==> src/rtl/product_acc_pkg.sv <==
// Shared types and default sizing for the product accumulation stage.
package product_acc_pkg;

  localparam int PW_DEF    = 8;
  localparam int FRAME_DEF = 4;
  localparam int ACC_W_DEF = 10;

  typedef enum logic {
    ACCUM = 1'b0,
    HOLD  = 1'b1
  } acc_state_e;

endpackage

==> src/rtl/sat_add.sv <==
// Unsigned saturating adder: ACC_W-bit accumulator plus PW-bit addend, clamped to all-ones.
module sat_add #(
  parameter int ACC_W = 10,
  parameter int PW    = 8
) (
  input  logic [ACC_W-1:0] acc_i,
  input  logic [PW-1:0]    add_i,
  output logic [ACC_W-1:0] sum_o,
  output logic             ovf_o
);

  logic [ACC_W:0] full_sum;

  // One extra bit holds the carry; PW <= ACC_W keeps the zero-pad width positive.
  assign full_sum = {1'b0, acc_i} + {{(ACC_W + 1 - PW){1'b0}}, add_i};
  assign ovf_o    = full_sum[ACC_W];
  assign sum_o    = ovf_o ? '1 : full_sum[ACC_W-1:0];

endmodule

==> src/rtl/product_accumulator.sv <==
// Sums fixed-length frames of products into a saturating total, presented on a valid/ready port.
module product_accumulator
  import product_acc_pkg::*;
#(
  parameter int PW    = PW_DEF,
  parameter int FRAME = FRAME_DEF,
  parameter int ACC_W = ACC_W_DEF
) (
  input  logic             clk,
  input  logic             rst_n,
  input  logic             clear_i,
  input  logic [PW-1:0]    product_i,
  input  logic             product_valid_i,
  output logic             in_ready_o,
  output logic [ACC_W-1:0] sum_o,
  output logic             sum_valid_o,
  input  logic             out_ready_i,
  output logic             overflow_o,
  output logic [3:0]       count_o
);

  localparam logic [3:0] LAST_CNT = 4'(FRAME - 1);

  acc_state_e       state_q, state_d;
  logic [ACC_W-1:0] acc_q, acc_d;
  logic [ACC_W-1:0] sum_q, sum_d;
  logic [3:0]       cnt_q, cnt_d;
  logic             sticky_q, sticky_d;
  logic             ovf_q, ovf_d;
  logic [ACC_W-1:0] add_sum;
  logic             add_ovf;
  logic             accept;

  sat_add #(
    .ACC_W(ACC_W),
    .PW   (PW)
  ) u_sat_add (
    .acc_i(acc_q),
    .add_i(product_i),
    .sum_o(add_sum),
    .ovf_o(add_ovf)
  );

  assign in_ready_o = (state_q == ACCUM);
  assign accept     = product_valid_i && in_ready_o;

  // NOTE: every _d gets its hold value first so no path through this block infers a latch.
  always_comb begin
    state_d  = state_q;
    acc_d    = acc_q;
    cnt_d    = cnt_q;
    sticky_d = sticky_q;
    sum_d    = sum_q;
    ovf_d    = ovf_q;
    if (clear_i) begin
      state_d  = ACCUM;
      acc_d    = '0;
      cnt_d    = '0;
      sticky_d = 1'b0;
      ovf_d    = 1'b0;
    end else begin
      case (state_q)
        ACCUM: begin
          if (accept) begin
            if (cnt_q == LAST_CNT) begin
              sum_d    = add_sum;
              ovf_d    = sticky_q | add_ovf;
              acc_d    = '0;
              cnt_d    = '0;
              sticky_d = 1'b0;
              state_d  = HOLD;
            end else begin
              acc_d    = add_sum;
              cnt_d    = cnt_q + 4'd1;
              sticky_d = sticky_q | add_ovf;
            end
          end
        end
        HOLD: begin
          if (out_ready_i) state_d = ACCUM;
        end
        default: state_d = ACCUM;
      endcase
    end
  end

  // NOTE: state registers use non-blocking assignments so all of them update together on the edge.
  always_ff @(posedge clk or negedge rst_n) begin
    if (!rst_n) begin
      state_q  <= ACCUM;
      acc_q    <= '0;
      cnt_q    <= '0;
      sticky_q <= 1'b0;
      sum_q    <= '0;
      ovf_q    <= 1'b0;
    end else begin
      state_q  <= state_d;
      acc_q    <= acc_d;
      cnt_q    <= cnt_d;
      sticky_q <= sticky_d;
      sum_q    <= sum_d;
      ovf_q    <= ovf_d;
    end
  end

  assign sum_valid_o = (state_q == HOLD);
  assign sum_o       = sum_q;
  assign overflow_o  = ovf_q;
  assign count_o     = cnt_q;

endmodule
==> config.mk <==
export PLATFORM = sky130hd
export DESIGN_NAME = product_accumulator
export DESIGN_NICKNAME = d
export VERILOG_FILES = /design/src/rtl/product_acc_pkg.sv /design/src/rtl/sat_add.sv /design/src/rtl/product_accumulator.sv
export SDC_FILE = /design/constraint.sdc
export NUM_CORES = 1
export LEC_CHECK = 0
export CAP_MARGIN = 30
export CORE_MARGIN = 5
export CORE_UTILIZATION = 45
export DETAILED_ROUTE_END_ITERATION = 6
export GPL_TIMING_DRIVEN = 0
export HOLD_SLACK_MARGIN = 0.08
export PLACE_DENSITY = 0.74
export SLEW_MARGIN = 5
export SYNTH_ARGS = -nofsm -noshare
export SYNTH_HDL_FRONTEND = slang
export SYNTH_SLANG_ARGS = --single-unit
==> constraint.sdc <==
create_clock -name clk -period 2.1 [get_ports clk]
set_input_delay 0.525 -clock clk [delete_from_list [all_inputs] [get_ports clk]]
set_output_delay 0.525 -clock clk [all_outputs]
set_load 0.03 [all_outputs]
## Yosys cells after proc, flatten, opt, wreduce, memory -nomap -nowiden

Cells that the tools add are included.

- Input port bits: 13
- Word-level logic and storage cells: 41
- Output and inout port bits: 17
- Register bits after elaboration: 27

- Reduce and logical (&&, ||, !) cells: 6
- Bitwise gates (word level): 3
- Eq/ne operators: 2
- Muxes and demuxes: 22
- Add/sub/neg operators: 2

Operators by type and width:

| cell | count |
|---|---|
| $mux W10 | 5 |
| $mux W4 | 4 |
| $mux W1 | 12 |
| $add A10 B8 Y11 | 1 |
| $add A4 B1 Y4 const B | 1 |
| $eq A4 B2 Y1 const B | 1 |
| $reduce_and A4 Y1 | 1 |
| $reduce_bool A2 Y1 | 2 |
| $reduce_and A3 Y1 | 1 |
| $ne A2 B2 Y1 const B | 1 |
| $not A1 Y1 | 2 |
| $pmux W1 S2 | 1 |
| $reduce_and A2 Y1 | 1 |
| $logic_and A1 B1 Y1 | 1 |
| $or A1 B1 Y1 | 1 |

## Logic depth before layout (Yosys ltp)

Gate-level depths: netlist of the first run.

- Word-level depth: 6
- Gate-level depth with buffers: 7
- Mapped depth without buffers: 7

## Hierarchy

Synthesis of the first run repeated with hierarchy kept, for this count alone.

- Cell total of the unflattened synthesis: 172
- Area, all modules: 1671.6 sq um

By module, submodules not included:

| module | instances | seq. area each (sq um) | cells each | area each (sq um) |
|---|---|---|---|---|
| product_accumulator | 1 | 675.6 | 104 | 1172.4 |
| sat_add | 1 | 0.0 | 68 | 499.2 |

## Least setup slack after synthesis of the first run

Ideal clock, no wire load.

- Path type: input to register
- Start point: input port product_i[0]
- End point: register acc_q[9]
- Data required time: 1.962 ns
- Cell stages on the path: 7
- Setup slack: -0.250 ns
- Path buffers: 0
- Arrival time: 2.212 ns
- Library setup time: 0.138 ns
- Path through: ha_1 > fa_1 > and3_2 > o211ai_1 > nand2_1 > a2111oi_2 > a211oi_1

- Word-level cells in the longest chain between the ends: 6

RTL lines:

| element | line | RTL |
|---|---|---|
| start, declared | product_accumulator.sv:12 | `input logic [PW-1:0] product_i,` |
| $add A10 B8 Y11 | sat_add.sv:15 | `assign full_sum = {1'b0, acc_i} + {{(ACC_W + 1 - PW){1'b0}}, add_i};` |
| $mux W10 | sat_add.sv:17 | `assign sum_o = ovf_o ? '1 : full_sum[ACC_W-1:0];` |
| $mux W10 | product_accumulator.sv:65 | `if (cnt_q == LAST_CNT) begin` |
| $mux W10 | product_accumulator.sv:64 | `if (accept) begin` |
| $mux W10 | product_accumulator.sv:62 | `case (state_q)` |
| $mux W10 | product_accumulator.sv:55 | `if (clear_i) begin` |
| end signal, assigned | product_accumulator.sv:91 | `acc_q <= '0;` |
| end signal, assigned | product_accumulator.sv:98 | `acc_q <= acc_d;` |
| end, declared | product_accumulator.sv:25 | `logic [ACC_W-1:0] acc_q, acc_d;` |

Every way passes these cells. The select of a mux whose other input is x is not followed.
A chain may end at the register's enable or synchronous reset.

## Worst setup path after layout of the first run

- Start point: register acc_q[0]
- End point: register acc_q[6]

- Word-level cells in the longest chain between the ends: 6

RTL lines:

| element | line |
|---|---|
| $add A10 B8 Y11 | sat_add.sv:15 |
| $mux W10 | sat_add.sv:17 |
| $mux W10 | product_accumulator.sv:65 |
| $mux W10 | product_accumulator.sv:64 |
| $mux W10 | product_accumulator.sv:62 |
| $mux W10 | product_accumulator.sv:55 |

Every way passes these cells. The select of a mux whose other input is x is not followed.

==> results.tsv, run 1 <==
stage	metric	value	unit
logic_synthesis	yosysSeqAreaShare	44.8	%
logic_synthesis	synth_top_family_by_area	compound AO/OA/AOI/OAI gates	
die	core-area	0.00328	mm²
setup_path	critPathKind	register to register	
die	die_w	67.9	µm
sta	worst-slew-pin-transition	614	ps
die	boundaryPins	30	
sta	finalSetupTns	0	ps
place	dp.final_hpwl	2680	µm
logic_synthesis	ys.warnings.count	0	
detailed_routing	routed_wl	3890	µm
sta	finClkSkew	18.0	ps
detailed_routing	ant_nets	0	
power	swShare	37.2	%
setup_path	reg2reg_to	acc_q[6]	
grt	grt_max_degree	18	
setup_path	cp_max_fo	8	
sta	setup_violations	0	
logic_synthesis	synth.avg_cell_area	9.55	µm²
hold_path	min_path_type	register to register	
setup_path	worstRegToRegCells	9	
logic_synthesis	async_reset_ff_share	100	%
logic_synthesis	synthAdderAreaFrac	8.79	%
sta	max_freq	477	MHz
clock_tree	h-tree-depth	1	
finish	diodes	0	
hold_path	holdCritStartpoint	sum_o[8]	
logic_synthesis	synth-xor-area-share	3.48	%
power	power_switching	566	µW
grt	grt_antenna_before_repair	0	
logic_synthesis	synth.area.mux_share	0.663	%
logic_synthesis	synth.area.top_cells	dfrtp_1 (45%), ha_1 (7.5%), o21ai_0 (7.3%)	
power	sequentialPowerShare	41.7	%
logic_synthesis	yosysTopAreaCell	dfrtp_1	
logic_synthesis	syn_inst	158	
place	portBuffers	29	
logic_synthesis	yosys.area.top_type_share	44.8	%
logic_synthesis	synth_ff_type	dfrtp_1	
setup_path	cp_top_family	adder cells	
hold_path	holdPathStages	2	
die	fp.dieH	67.9	µm
finish	drive_gt1_share	19.6	%
power	power.internal	955	µW
detailed_routing	post_drt_wl_per_cell	15.9	µm
detailed_routing	first_iter_violations	107	
power	p_comb_share	43.2	%
finish	area_growth	41.7	%
setup_path	cpMaxStageDelayCell	dfrtp_1	
clock_tree	cts.clk_slew.worst_paths	160	ps
setup_path	cp.buffers_inverters	2	
grt	grt_use_total	18.4	%
power	power.leakage	0.000896	µW
logic_synthesis	synth_nets	181	
hold_path	worstHoldEndpoint	sum_o[8]	
clock_tree	numCtsBuffers	3	
clock_tree	clkSinkCount	27	
power	power_density	711	mW/mm²
finish	layout.nets	223	
clock_tree	cts_tree	done	
sta	rsz0062_at_grt	yes	
sta	slew_headroom	58.9	%
logic_synthesis	synth_seq_cells	27	
setup_path	worstPathCellList	ha_4 -> fa_2 -> and3_4 -> o211ai_1 -> buf_4 -> a211oi_4 -> buf_12 -> nor3_4 -> o21ai_1	
power	p_clk_share	15.1	%
outcome	status	completed	
setup_path	max_stage_delay	440	ps
sta	post-route-period-util	99.8	%
setup_path	endpoint_kind	register	
die	start_util	45.9	%
setup_path	arrival	2320	ps
setup_path	r2r_start	acc_q[0]	
clock_tree	clkLatencyLatePin	340	ps
clock_tree	cts_buffer_depth	2	
logic_synthesis	synth_edf_count	0	
detailed_routing	vias_per_cell	5.52	
sta	final_max_slew_viol_count	0	
power	max-vdd-ir-drop	0.000286	V
grt	grt_pass1_wl	6380	µm
detailed_routing	via_count	1352	
grt	grt_pass1_vias	1395	
finish	design_area	0.00214	mm²
sta	hold_viol_final	0	
sta	fin_crit	2100	ps
place	placed_area	0.00193	mm²
detailed_routing	drc_errors	0	
die	die_area	0.00461	mm²
detailed_routing	drt-pass1-iter-count	4	
grt	grt_overflow	0	
flow_run	maxCapViolCount	0	
logic_synthesis	synth_compound_area_share	23.4	%
place	place.gp.congestion	0.883	
logic_synthesis	netlist_area	0.00151	mm²
setup_path	start_kind	register	
die	rows	21	
finish	final_util	65.1	%
setup_path	critPathRequiredTime	2320	ps
setup_path	r2r_slack	4	ps
clock_tree	root_buffer	clkbuf_4	
logic_synthesis	ys_types	38	
finish	fillCellCount	280	
logic_synthesis	synthSimpleGateAreaFrac	15.9	%
-- tightest hold or removal path: stages, from the launching register on --
cell and delay [ps]:
dfrtp_1 370, nand2_1 50, o21ai_0 60
-- registers in the layout (all words and copies together), names as in the netlist --
name / cells
acc_q: 10
count_o: 4
overflow_o: 1
sticky_q: 1
sum_o: 10
sum_valid_o: 1
-- how the worst max path moves through the flow --
| stage | startpoint | to | slack (ps) | cells after the start |
|---|---|---|---|---|
| final | acc_q[0] | acc_q[6] | 4 | 9 |
| after global placement | product_i[0] | acc_q[9] | -790 | 8 |
| after floorplan | product_i[0] | acc_q[9] | -180 | 7 |
| after CTS | product_i[5] | sum_o[2] | -1 | 9 |
| after global routing | acc_q[0] | acc_q[6] | -80 | 9 |
| after detailed placement | product_i[0] | acc_q[9] | -860 | 8 |
-- power groups by stage --
stage                     Sequential, µW  Combinational (µW)  Clock, µW
after floorplan                      727                 256          0
final                                635                 656        230
after CTS                            636                 638        233
after detailed placement             640                 550          0
after global routing                 645                 704        263
after global placement               637                 529          0
-- final cells by class --
type / count / area, µm² / area share [%]
Tap cell: 46 / 57.6 / 2.69
Sequential cell: 27 / 676 / 31.6
Multi-Input combinational cell: 123 / 950 / 44.4
Inverter: 4 / 15.0 / 0.702
Clock inverter: 1 / 5.00 / 0.234
Clock buffer: 3 / 22.5 / 1.05
Buffer: 4 / 30.0 / 1.40
Timing Repair Buffer: 37 / 383 / 17.9
-- layout by cell type, fill, tap and decap left out, types with 6 or more instances in the layout --
cell type,synthesis,layout
nand2_1,23,22
a21oi_1,11,10
nor2_1,15,14
clkdlybuf4s50_1,0,23
o21ai_1,0,9
o21ai_0,22,13
buf_4,0,6
ha_4,0,7
dfrtp_1,27,27
-- stage by stage --
step           setup slack, ps  hold WS [ps]  instances  power, µW
2_1_floorplan             -180           229        158        983
3_3_place_gp              -793           472        233       1170
3_5_place_dp              -856           472        234       1190
4_1_cts                  -1.25           505        245       1510
5_1_grt                  -77.4           542        245       1610
6_report                  3.77           501        245       1520
-- cell families (layout without fill, tap and decap cells) --
family / count (synthesis) / count (layout)
AOI/OAI and AO/OA: 54 / 54
and+or+nand+nor: 52 / 52
DFF: 27 / 27
adders and majority gates: 10 / 10
buffers and inverters: 8 / 49
xor gates and xnor gates: 6 / 6
muxes: 1 / 1
-- repair_timing --
| item | 4_1_cts | 5_1_grt |
|---|---|---|
| pin swaps | 9 | 1 |
| endpoints found under the setup margin | 22 | 22 |
| resized for setup | 25 | 5 |
| hold buffers | 0 | 0 |
| setup buffers | 7 | 0 |
-- metal layers --
metal / share of wire [%] / vias up / global-route usage [%]
met4: 1.3 / 0 / 6.95
met3: 5.3 / 6 / 2.96
met1: 43 / 655 / 22.7
met5: 0 / - / 0
met2: 50 / 41 / 32.2
li1: - / 650 / -
-- synthesized netlist by cell type, types with 2 or more instances --
master and number:
o21ai_0 22, nand2b_1 3, inv_1 4, xor2_1 4
o31ai_1 3, ha_1 9, and3_2 2, nor2_1 15
nor3_1 2, a211oi_1 2, or3_2 2, a21oi_1 11
xnor2_1 2, a211o_1 2, nand2_1 23, a21o_1 4
dfrtp_1 27
(Power assumes the default switching activity.)
==> run 2, diff against run 1 <==
--- a/config.mk
+++ b/config.mk
@@ -5,13 +5,14 @@
 export SDC_FILE = /design/constraint.sdc
 export NUM_CORES = 1
 export LEC_CHECK = 0
+export ABC_AREA = 1
 export CAP_MARGIN = 30
 export CORE_MARGIN = 5
 export CORE_UTILIZATION = 45
 export DETAILED_ROUTE_END_ITERATION = 6
 export GPL_TIMING_DRIVEN = 0
 export HOLD_SLACK_MARGIN = 0.08
-export PLACE_DENSITY = 0.74
+export PLACE_DENSITY = 0.73
 export SLEW_MARGIN = 5
 export SYNTH_ARGS = -nofsm -noshare
 export SYNTH_HDL_FRONTEND = slang
==> run 2 against run 1 <==
Sequential power decreased by 2%. Combinational power decreased by 19%. Flip-flop and latch count unchanged. First-iteration DRC count decreased by 44%. Critical endpoint is now sum_o[1]. Highest routed layer unchanged.
==> results.tsv, run 2 <==
stage	metric	value	unit	change
outcome	status	completed		
die	boundaryPins	30		unchanged
sta	post-route-period-util	94.3	%	-5.5 points
die	core-area	0.00361	mm²	+9.8%
hold_path	min_path_type	register to register		
sta	final_max_slew_viol_count	0		unchanged
logic_synthesis	synth.most_common_cell	nand2_1		
die	die_w	70.6	µm	+4.0%
setup_path	cp.buffers_inverters	2		unchanged
place	placed_area	0.00203	mm²	+5.1%
grt	grt_max_degree	17		-1
setup_path	crit_end	sum_o[1]		
sta	fin_crit	1980	ps	-115 ps
logic_synthesis	synth.area.top_cells	dfrtp_1 (41%), nand2_1 (19%), ha_1 (6.8%)		
logic_synthesis	synth_edf_count	0		unchanged
place	dp.final_hpwl	2800	µm	+4.5%
clock_tree	numCtsBuffers	3		unchanged
setup_path	worstRegToRegCells	10		+1
logic_synthesis	synth_ff_type	dfrtp_1		
setup_path	arrival	2140	ps	-180 ps
setup_path	cpMaxStageDelayCell	clkdlybuf4s50_1		
logic_synthesis	syn_inst	217		+37%
clock_tree	cts_tree	done		
logic_synthesis	yosysTopAreaCell	dfrtp_1		
detailed_routing	drc_errors	0		unchanged
sta	final.setup.worst_slack	119	ps	+115 ps
finish	area_growth	28.3	%	
place	place_ws	-385	ps	+471 ps
setup_path	r2r_start	acc_q[0]		
die	start_util	45.9	%	-0.072 points
finish	final_cell_mix	nand2_1 (82), clkdlybuf4s50_1 (28), dfrtp_1 (27), inv_1 (25), nand3_1 (12)		
setup_path	cp.depth	10		+1
clock_tree	root_buffer	clkbuf_8		
finish	drive_gt1_share	11.9	%	-7.7 points
setup_path	startpoint	product_i[5]		
power	power_density	681	mW/mm²	-4.3%
setup_path	start_kind	primary input		
clock_tree	clkLatencyLatePin	270	ps	-70 ps
sta	max_freq	505	MHz	+5.8%
clock_tree	cts_buffer_depth	2		unchanged
flow_run	maxCapViolCount	0		unchanged
finish	layout_commonest_cell	nand2_1		
setup_path	critPathRequiredTime	2260	ps	-60 ps
die	fp.dieH	70.6	µm	+4.0%
setup_path	reg2reg_to	acc_q[5]		
power	fin_total_pwr	1440	µW	-5.1%
clock_tree	h-tree-depth	1		unchanged
logic_synthesis	ys_top_cells_by_count	nand2_1 (82), dfrtp_1 (27), inv_1 (25), nand3_1 (12), nor2_1 (11)		
logic_synthesis	ys_types	27		-29%
place	post-place-cells	295		+26%
detailed_routing	post_drt_wl_per_cell	12.2	µm	-23%
setup_path	worstPathCellList	clkdlybuf4s50_1 -> ha_1 -> nand2_1 -> nand2_1 -> inv_1 -> o21ai_0 -> nand2_1 -> nand3_2 -> o21ai_0 -> nand2_1		
finish	layout.nets	276		+24%
logic_synthesis	synth_nets	240		+33%
clock_tree	clkSinkCount	27		unchanged
clock_tree	postCtsHoldBufs	0		unchanged
sta	hold_viol_final	0		unchanged
finish	design_area	0.00212	mm²	-0.76%
grt	grt_antenna_before_repair	0		unchanged
logic_synthesis	synth_seq_cells	27		unchanged
detailed_routing	drt-pass1-iter-count	4		unchanged
detailed_routing	first_iter_violations	60		-44%
setup_path	endpoint_kind	register		
sta	rsz0062_at_grt	no		
logic_synthesis	ys.warnings.count	0		unchanged
place	portBuffers	29		unchanged
logic_synthesis	async_reset_ff_share	100	%	unchanged
detailed_routing	vias_per_cell	4.91		-11%
logic_synthesis	yosys.area.top_type_share	40.8	%	-3.9 points
grt	grt_use_total	15.1	%	-3.3 points
setup_path	max_stage_delay	400	ps	-40 ps
detailed_routing	via_count	1474		+9.0%
setup_path	cp_max_fo	6		-2
logic_synthesis	synth.avg_cell_area	7.62	µm²	-20%
sta	finClkSkew	1.45	ps	-16.6 ps
detailed_routing	ant_nets	0		unchanged
logic_synthesis	netlist_area	0.00165	mm²	+9.6%
finish	final_util	58.8	%	-6.3 points
setup_path	r2r_slack	350	ps	+350 ps
die	die_area	0.00499	mm²	+8.2%
finish	diodes	0		unchanged
setup_path	crit_top_cell	nand2_1		
finish	final_cells	300		+22%
die	rows	22		+4.8%
sta	worst-slew-pin-transition	658	ps	+44.1 ps
grt	grt_pass1_vias	1406		+0.79%
power	max-vdd-ir-drop	0.000442	V	+55%
sta	setup_violations	0		unchanged
setup_path	critPathKind	primary input to register		
place	place.gp.congestion	0.876		-0.76%
grt	grt_pass1_wl	6240	µm	-2.2%
detailed_routing	routed_wl	3660	µm	-5.9%
grt	grt_overflow	0		unchanged
sta	slew_headroom	56.0	%	-2.9 points
setup_path	cp_top_family	buffers and inverters		
power	power.leakage	0.00109	µW	+22%
logic_synthesis	yosysSeqAreaShare	40.8	%	-3.9 points
clock_tree	cts.clk_slew.worst_paths	90	ps	-70 ps
[run 2: cell types whose count changed after synthesis, sizes merged, moves of 3 or more]
cell	before	now
nand2	23	87
inv	4	25
a21o	4	1
a211oi	3	0
nand3	0	19
nand2b	3	0
o21ai	22	15
a21oi	12	5
[run 2: layout make-up]
cell class                 count  area, µm²
fill                         321       1480
buffer                         4       30.0
clock buffer                   4       45.0
inverter                      25       93.8
tap                           48       60.1
timing repair buffer          31        328
sequential                    27        676
multi-input combinational    161        890
[run 2: cells by family after synthesis]
group | synth area share [%]
compound gates | 8.62
xor+xnor | 1.59
fa+ha+maj | 8.02
buf+inv | 7.49
flops | 40.8
simple gates | 33.4
[run 2: through the flow]
stage                     hold slack (ps)  TNS (ps)
after detailed placement              467     -6370
after floorplan                       229         0
after global routing                  522         0
final                                 489         0
after CTS                             493         0
after global placement                465     -5840
[run 2: layer usage]
metal / vias to the layer above / wire, µm / GRT usage (%)
met4: 0 / 21 / 1.88
li1: 755 / - / -
met5: - / 0 / 0
met1: 681 / 1750 / 19.8
met2: 35 / 1740 / 27.0
met3: 3 / 156 / 2.41
[run 2: what timing repair did]
action,in CTS,in global routing
buffers inserted,1,0
endpoints found under the setup margin,13,17
resized for setup,2,5
pin swaps,1,3
[run 2: power by group]
part	internal, µW	switching, µW	total, µW
Clock	136	157	293
Sequential	582	39.2	621
Combinational	220	310	530
[run 2: worst min-delay path by stage]
stage	startpoint	to	slack (ps)	cells past startpoint
2_1_floorplan	rst_n	acc_q[0]	230	0
3_3_place_gp	sum_o[7]	sum_o[7]	470	2
3_5_place_dp	sum_o[0]	sum_o[0]	470	2
4_1_cts	sum_o[9]	sum_o[9]	490	2
5_1_grt	sum_o[9]	sum_o[9]	520	2
6_report	sum_o[9]	sum_o[9]	490	2
[run 2: worst reg2reg max path: stages, from the launching register on]
cell and delay (ps):
dfrtp_1 420, ha_4 180, fa_2 350, nand3_2 90, nand2_2 80, nand2_2 70, nand2_2 70, nand3_4 140
nand3_2 110, nand2_1 80, nand2_1 50
